--- config.mk ---
export PLATFORM = sky130hd
export DESIGN_NAME = vscale_lsu
export DESIGN_NICKNAME = d
export VERILOG_FILES = /design/src/rtl/vscale_lsu_pkg.sv /design/src/rtl/vscale_lsu_align.sv /design/src/rtl/vscale_lsu.sv
export SDC_FILE = /design/constraint.sdc
export NUM_CORES = 1
export LEC_CHECK = 0
export BUFFER_PORTS_ARGS = -buffer_cell sky130_fd_sc_hd__buf_2
export CAP_MARGIN = 20
export CORE_MARGIN = 2
export CORE_UTILIZATION = 50
export CTS_CLUSTER_DIAMETER = 30
export DETAILED_ROUTE_END_ITERATION = 8
export MAX_ROUTING_LAYER = met4
export PLACE_DENSITY = 0.73
export SLEW_MARGIN = 15
export SYNTH_ARGS = -nofsm -noshare
export SYNTH_HDL_FRONTEND = slang
export SYNTH_HIERARCHICAL = 1
export SYNTH_SLANG_ARGS = --single-unit
--- constraint.sdc ---
create_clock -name clk -period 3.2 [get_ports clk]
set_input_delay 0.96 -clock clk [delete_from_list [all_inputs] [get_ports clk]]
set_output_delay 0.96 -clock clk [all_outputs]
set_load 0.05 [all_outputs]
--- src/rtl/vscale_lsu_pkg.sv ---
// Shared definitions for the vscale load/store unit.
//   size_e        : access size encodings (byte/half/word/double)
//   state_e       : LSU sequencer states
//   crosses_beat  : true when an access starting at byte offset `off` of
//                   size `size` runs past the end of an `nb`-byte bus beat
package vscale_lsu_pkg;

  typedef enum logic [1:0] {
    SIZE_B = 2'd0,
    SIZE_H = 2'd1,
    SIZE_W = 2'd2,
    SIZE_D = 2'd3
  } size_e;

  typedef enum logic [1:0] {
    IDLE = 2'd0,
    ADDR = 2'd1,
    DATA = 2'd2,
    RESP = 2'd3
  } state_e;

  function automatic logic crosses_beat(input int unsigned off,
                                        input logic [1:0]  size,
                                        input int unsigned nb);
    return (off + (32'd1 << size)) > nb;
  endfunction

endpackage

--- src/rtl/vscale_lsu_align.sv ---
// Combinational lane alignment for the LSU.
//   beat        : beat index (0 = first, 1 = second of a crossing access)
//   off, size   : byte offset within the beat and access size
//   is_unsigned : zero-extend instead of sign-extend loads
//   wdata       : right-justified store data
//   ld_buf      : captured load data, {beat1, beat0}
//   beat_be     : byte enables for the selected beat
//   beat_wdata  : lane-aligned store data for the selected beat
//   ld_data     : merged, shifted and extended load result
module vscale_lsu_align
  import vscale_lsu_pkg::*;
#(
  parameter int unsigned XLEN = 32,
  localparam int unsigned NB   = XLEN / 8,
  localparam int unsigned OFFW = $clog2(NB)
) (
  input  logic                beat,
  input  logic [OFFW-1:0]     off,
  input  logic [1:0]          size,
  input  logic                is_unsigned,
  input  logic [XLEN-1:0]     wdata,
  input  logic [2*XLEN-1:0]   ld_buf,
  output logic [NB-1:0]       beat_be,
  output logic [XLEN-1:0]     beat_wdata,
  output logic [XLEN-1:0]     ld_data
);

  int unsigned       nbytes;
  logic [2*NB-1:0]   lane_mask;
  logic [2*NB-1:0]   be_wide;
  logic [2*XLEN-1:0] wd_wide;
  logic [2*XLEN-1:0] ld_shift;
  logic [XLEN-1:0]   ld_raw;
  logic [XLEN-1:0]   ld_mask;
  logic              ld_sign;

  // Both beats are computed as halves of one double-width shift; the upper
  // half equals the right-shift-by-(NB-off) form used for the second beat.
  always_comb begin
    nbytes = 32'd1 << size;

    lane_mask = '0;
    for (int unsigned i = 0; i < 2 * NB; i++) lane_mask[i] = (i < nbytes);
    be_wide = lane_mask << off;
    wd_wide = {{XLEN{1'b0}}, wdata} << {off, 3'b000};

    beat_be    = beat ? be_wide[2*NB-1:NB]     : be_wide[NB-1:0];
    beat_wdata = beat ? wd_wide[2*XLEN-1:XLEN] : wd_wide[XLEN-1:0];

    ld_shift = ld_buf >> {off, 3'b000};
    ld_raw   = ld_shift[XLEN-1:0];
    ld_mask  = '0;
    ld_sign  = 1'b0;
    for (int unsigned i = 0; i < XLEN; i++) begin
      ld_mask[i] = (i < 8 * nbytes);
      if (i == 8 * nbytes - 1) ld_sign = ld_raw[i];
    end
    ld_data = (ld_raw & ld_mask) | ((ld_sign && !is_unsigned) ? ~ld_mask : '0);
  end

endmodule

--- src/rtl/vscale_lsu.sv ---
// vscale load/store unit: one outstanding request between the execute stage
// and the data-memory port. Beat-crossing accesses are split into two
// aligned beats (SPLIT_MISALIGNED=1) or trapped without a bus access (=0).
//   req_*   : request handshake and fields from execute
//   resp_*  : one-cycle completion pulse with load data and error flags
//   dmem_*  : address phase (en/wen/addr/be) and data phase (wdata/wait/
//             rdata/badmem_e) of the data-memory bus
module vscale_lsu
  import vscale_lsu_pkg::*;
#(
  parameter int unsigned XLEN             = 32,
  parameter bit          SPLIT_MISALIGNED = 1'b1
) (
  input  logic              clk,
  input  logic              reset,
  input  logic              req_valid,
  output logic              req_ready,
  input  logic              req_wen,
  input  logic [1:0]        req_size,
  input  logic              req_unsigned,
  input  logic [XLEN-1:0]   req_addr,
  input  logic [XLEN-1:0]   req_wdata,
  output logic              resp_valid,
  output logic [XLEN-1:0]   resp_rdata,
  output logic              resp_misaligned,
  output logic              resp_badmem,
  output logic              dmem_en,
  output logic              dmem_wen,
  output logic [XLEN-1:0]   dmem_addr,
  output logic [XLEN/8-1:0] dmem_be,
  output logic [XLEN-1:0]   dmem_wdata,
  input  logic              dmem_wait,
  input  logic [XLEN-1:0]   dmem_rdata,
  input  logic              dmem_badmem_e
);

  localparam int unsigned NB   = XLEN / 8;
  localparam int unsigned OFFW = $clog2(NB);

  state_e            state, state_nxt;
  logic              wen_q, uns_q, beat_q, err_q, mis_q;
  logic [1:0]        size_q;
  logic [XLEN-1:0]   addr_q, wdata_q;
  logic [2*XLEN-1:0] cap_q;

  logic              accept, cross_req, cross_q, err_now, data_done;
  logic [XLEN-1:0]   beat_base;
  logic [NB-1:0]     beat_be;
  logic [XLEN-1:0]   beat_wdata, ld_data;

  assign req_ready = (state == IDLE);
  assign accept    = req_valid && req_ready;
  assign cross_req = crosses_beat(32'(req_addr[OFFW-1:0]), req_size, NB);
  assign cross_q   = crosses_beat(32'(addr_q[OFFW-1:0]), size_q, NB);
  assign data_done = (state == DATA) && !dmem_wait;
  assign err_now   = err_q || dmem_badmem_e;

  always_comb begin
    state_nxt = state;
    case (state)
      IDLE: if (accept) state_nxt = (cross_req && !SPLIT_MISALIGNED) ? RESP : ADDR;
      ADDR: state_nxt = DATA;
      DATA: if (!dmem_wait) state_nxt = (cross_q && !beat_q && !err_now) ? ADDR : RESP;
      RESP: state_nxt = IDLE;
      default: state_nxt = IDLE;
    endcase
  end

  always_ff @(posedge clk) begin
    if (reset) state <= IDLE;
    else       state <= state_nxt;
  end

  always_ff @(posedge clk) begin
    if (reset) begin
      wen_q   <= 1'b0;
      uns_q   <= 1'b0;
      size_q  <= '0;
      addr_q  <= '0;
      wdata_q <= '0;
      beat_q  <= 1'b0;
      err_q   <= 1'b0;
      mis_q   <= 1'b0;
      cap_q   <= '0;
    end else begin
      if (accept) begin
        wen_q   <= req_wen;
        uns_q   <= req_unsigned;
        size_q  <= req_size;
        addr_q  <= req_addr;
        wdata_q <= req_wdata;
        beat_q  <= 1'b0;
        err_q   <= 1'b0;
        mis_q   <= cross_req && !SPLIT_MISALIGNED;
        cap_q   <= '0;
      end
      if (data_done) begin
        if (beat_q) cap_q[2*XLEN-1:XLEN] <= dmem_rdata;
        else        cap_q[XLEN-1:0]      <= dmem_rdata;
        err_q <= err_now;
        if (state_nxt == ADDR) beat_q <= 1'b1;
      end
    end
  end

  vscale_lsu_align #(.XLEN(XLEN)) u_align (
    .beat        (beat_q),
    .off         (addr_q[OFFW-1:0]),
    .size        (size_q),
    .is_unsigned (uns_q),
    .wdata       (wdata_q),
    .ld_buf      (cap_q),
    .beat_be     (beat_be),
    .beat_wdata  (beat_wdata),
    .ld_data     (ld_data)
  );

  assign beat_base = {addr_q[XLEN-1:OFFW], {OFFW{1'b0}}} + (beat_q ? XLEN'(NB) : '0);

  // Bus and response outputs are gated by state so idle values are zero.
  assign dmem_en         = (state == ADDR);
  assign dmem_wen        = dmem_en && wen_q;
  assign dmem_addr       = dmem_en ? beat_base : '0;
  assign dmem_be         = dmem_en ? beat_be : '0;
  assign dmem_wdata      = ((state == DATA) && wen_q) ? beat_wdata : '0;

  assign resp_valid      = (state == RESP);
  assign resp_misaligned = resp_valid && mis_q;
  assign resp_badmem     = resp_valid && err_q;
  assign resp_rdata      = (resp_valid && !wen_q && !err_q && !mis_q) ? ld_data : '0;

  always_ff @(posedge clk) begin
    if (!reset && accept) assert (XLEN == 64 || req_size != SIZE_D);
  end

endmodule

==> impl_results.md <==
- Status: finished, violations left
- Failing checks: negative setup slack
- Ratio of cells with drive above 1 in the final layout: ~31%
- Hold crit path type: flop to flop
- Fin crit share: 101%
- All-layer global routing usage: approximately 28%
- Nets: 1301
- Drt wl/cell: between 15 and 20 µm
- First-pass GRT wire length: between 30000 and 40000 µm
- Slew Limit Fails: 0
- Worst setup margin: -16.8 ps
- Placed Cells: roughly 1.4k
- First-pass detailed-route iteration total: 5
- Area grow syn2layout: 28.1%
- # rows: 45
- CTS max path bufs: 2
- Placed Area: 9120 µm²
- Die Height: roughly 130 µm
- Vias in the first global route: ~7.1k
- Startpoint types: flop
- Core area: 15300 µm²
- Post-detail-place hpwl: roughly 16000 µm
- Clock share of power: between 40% and 50%
- CTS Buf Count: 17
- Finished Layout Cells: roughly 1.4k
- Worst-margin pin slew: approximately 930 ps
- Pwr/cell area: 438 nW/µm²
- Clock transition at path regs: around 60 ps
- RSZ-0062 raised after global routing: yes
- Highest Clock Rate: around 0.31 GHz
- Detail Route Antenna Nets: 0
- Gate power share: between 10% and 20%
- Final setup viols: 2
- Initial antenna violation count: 4
- Switching Share: just under 30%
- WL final: 23500 µm
- Root buf cell: clkbuf_16
- Slew headroom: a little under two fifths
- Die area: 16800 µm²
- Largest net degree at the start of global routing: a little under 70
- DRC: 0
- Total power: around 0.0044 W
- Routability cong.: between 0.8 and 0.9
- Synth warnings: 6
- Clock skew: roughly 8.2 ps
- Hold slack final: 464 ps
- Post-Syn Instances: around 1.0k
- Clock sink count: around 130
- Total gr overflow: 0
- Initial Util: 51.5%
- Htree depth: 4
- CTS tree: built
- Top Ports: ~210
- DR vias/cell: ~5.6
- Design area: around 10000 µm²
- Clk_lat worst skew: approximately 420 ps
- Peak supply drop: 0.332 mV
- Vias: about 7.9k
- Buffers on Ports: 207
- Synth Cell Area: between 7000 and 8000 µm²
- Crit Path Max Fanout: 7
- Hold Vio Cnt, Final: 0
- CP Class: flop to primary output
- Worst path arrival time: approximately 2300 ps
- Dpl ws: 78.2 ps
- Iteration-0 DRC Markers: roughly 660
- Sequential share of power: 39.8%
- Required time of the critical path: roughly 2200 ps
- Fin crit period: about 3200 ps
- Internal Power: between 0.003 and 0.004 W
- Syn_area_per_cell: between 7 and 8 µm²
- Net Switching: 0.00130 W
- Die width: between 100 and 150 µm
- CP Capture Type: primary output
- Maxcap violations: 0
- Pleak: between 4 and 5 nW
[cell type report]
class | instances | area, µm²
diodes | 4 | 10.0
clock buffers | 20 | 478
clock inverters | 12 | 109
fillers | 1355 | 5210
inverters | 12 | 45.0
multi-input cells | 789 | 5080
flip-flops and latches | 128 | 2590
well taps | 211 | 264
repair buffers | 243 | 1520
[power groups by stage]
stage | registers [W] | clock network (W) | logic [W]
final | 0.00176 | 0.00189 | 0.000769
after global routing | 0.00177 | 0.00199 | 0.000837
after CTS | 0.00176 | 0.00191 | 0.000748
after detailed placement | 0.00179 | 0 | 0.000729
after global placement | 0.00179 | 0 | 0.000723
after floorplan | 0.00176 | 0 | 0.000539
[state kept, by name, indices dropped and copies added (netlist names)]
signal   flops
wen_q        1
uns_q        1
state        2
err_q        1
cap_q       56
size_q       2
wdata_q     32
beat_q       1
addr_q      32
[worst paths after layout]
kind	end	cells past startpoint	start	slack [ps]
worst max-delay path	dmem_addr[19]	6	beat_q$_SDFF_PP0_	-20
worst min-delay path	uns_q$_SDFFE_PP0P_	2	uns_q$_SDFFE_PP0P_	460
worst max register to register	state[1]$_SDFF_PP0_	9	size_q[1]$_SDFFE_PP0P_	830
worst min register to register	uns_q$_SDFFE_PP0P_	2	uns_q$_SDFFE_PP0P_	460
[through the flow]
| stage | TNS [ps] | util, % |
|---|---|---|
| detailed placement | 0 | 59.5 |
| global placement | 0 | 59.5 |
| CTS | -94.5 | 64.8 |
| finish | -20.8 | 66.0 |
| global route | -774 | 66.0 |
| floorplan | 0 | - |
[layer usage]
metal,global-route usage (%),share of wire [%]
met1,37.6,44
met2,44.0,47
met3,6.07,7.7
met4,8.16,1.6
met5,-,0
[layout by cell type (no fill, tap or decap), types with 5 or more instances in the layout]
cell          n
o21a_1        9
dfxtp_2      16
a21oi_1     131
o21ai_0      27
and2_1       72
buf_4        27
dfxtp_1     109
nand2_1     237
mux2i_1      24
a21oi_2       8
xnor2_1       6
a22o_1        8
buf_2       188
nand4_1       6
o21ai_1      11
o2bb2ai_1     8
clkinvlp_4    5
xor2_1        6
clkbuf_16    19
o22ai_1      10
nand2b_1     14
and3_1        9
buf_6        15
or4_4         7
inv_1        12
nor2_1       22
mux4_2       31
buf_12        7
nand3_1      64
o31ai_1       7
[worst max-delay path, cell delays in order (launching register included)]
cell     delay, ps
dfxtp_2        350
ha_4           170
nand2_2         90
or3_4          440
or4_4          440
a21oi_2        180
buf_6          180
[what timing repair did]
action,4_1_cts,5_1_grt
endpoints found under the hold margin,0,0
buffers inserted,4,3
gates cloned,1,1
setup endpoints to repair,57,47
hold buffers,0,0
pin swaps,7,7
resized for setup,59,29
No activity file was read; power rests on OpenSTA's default activity.
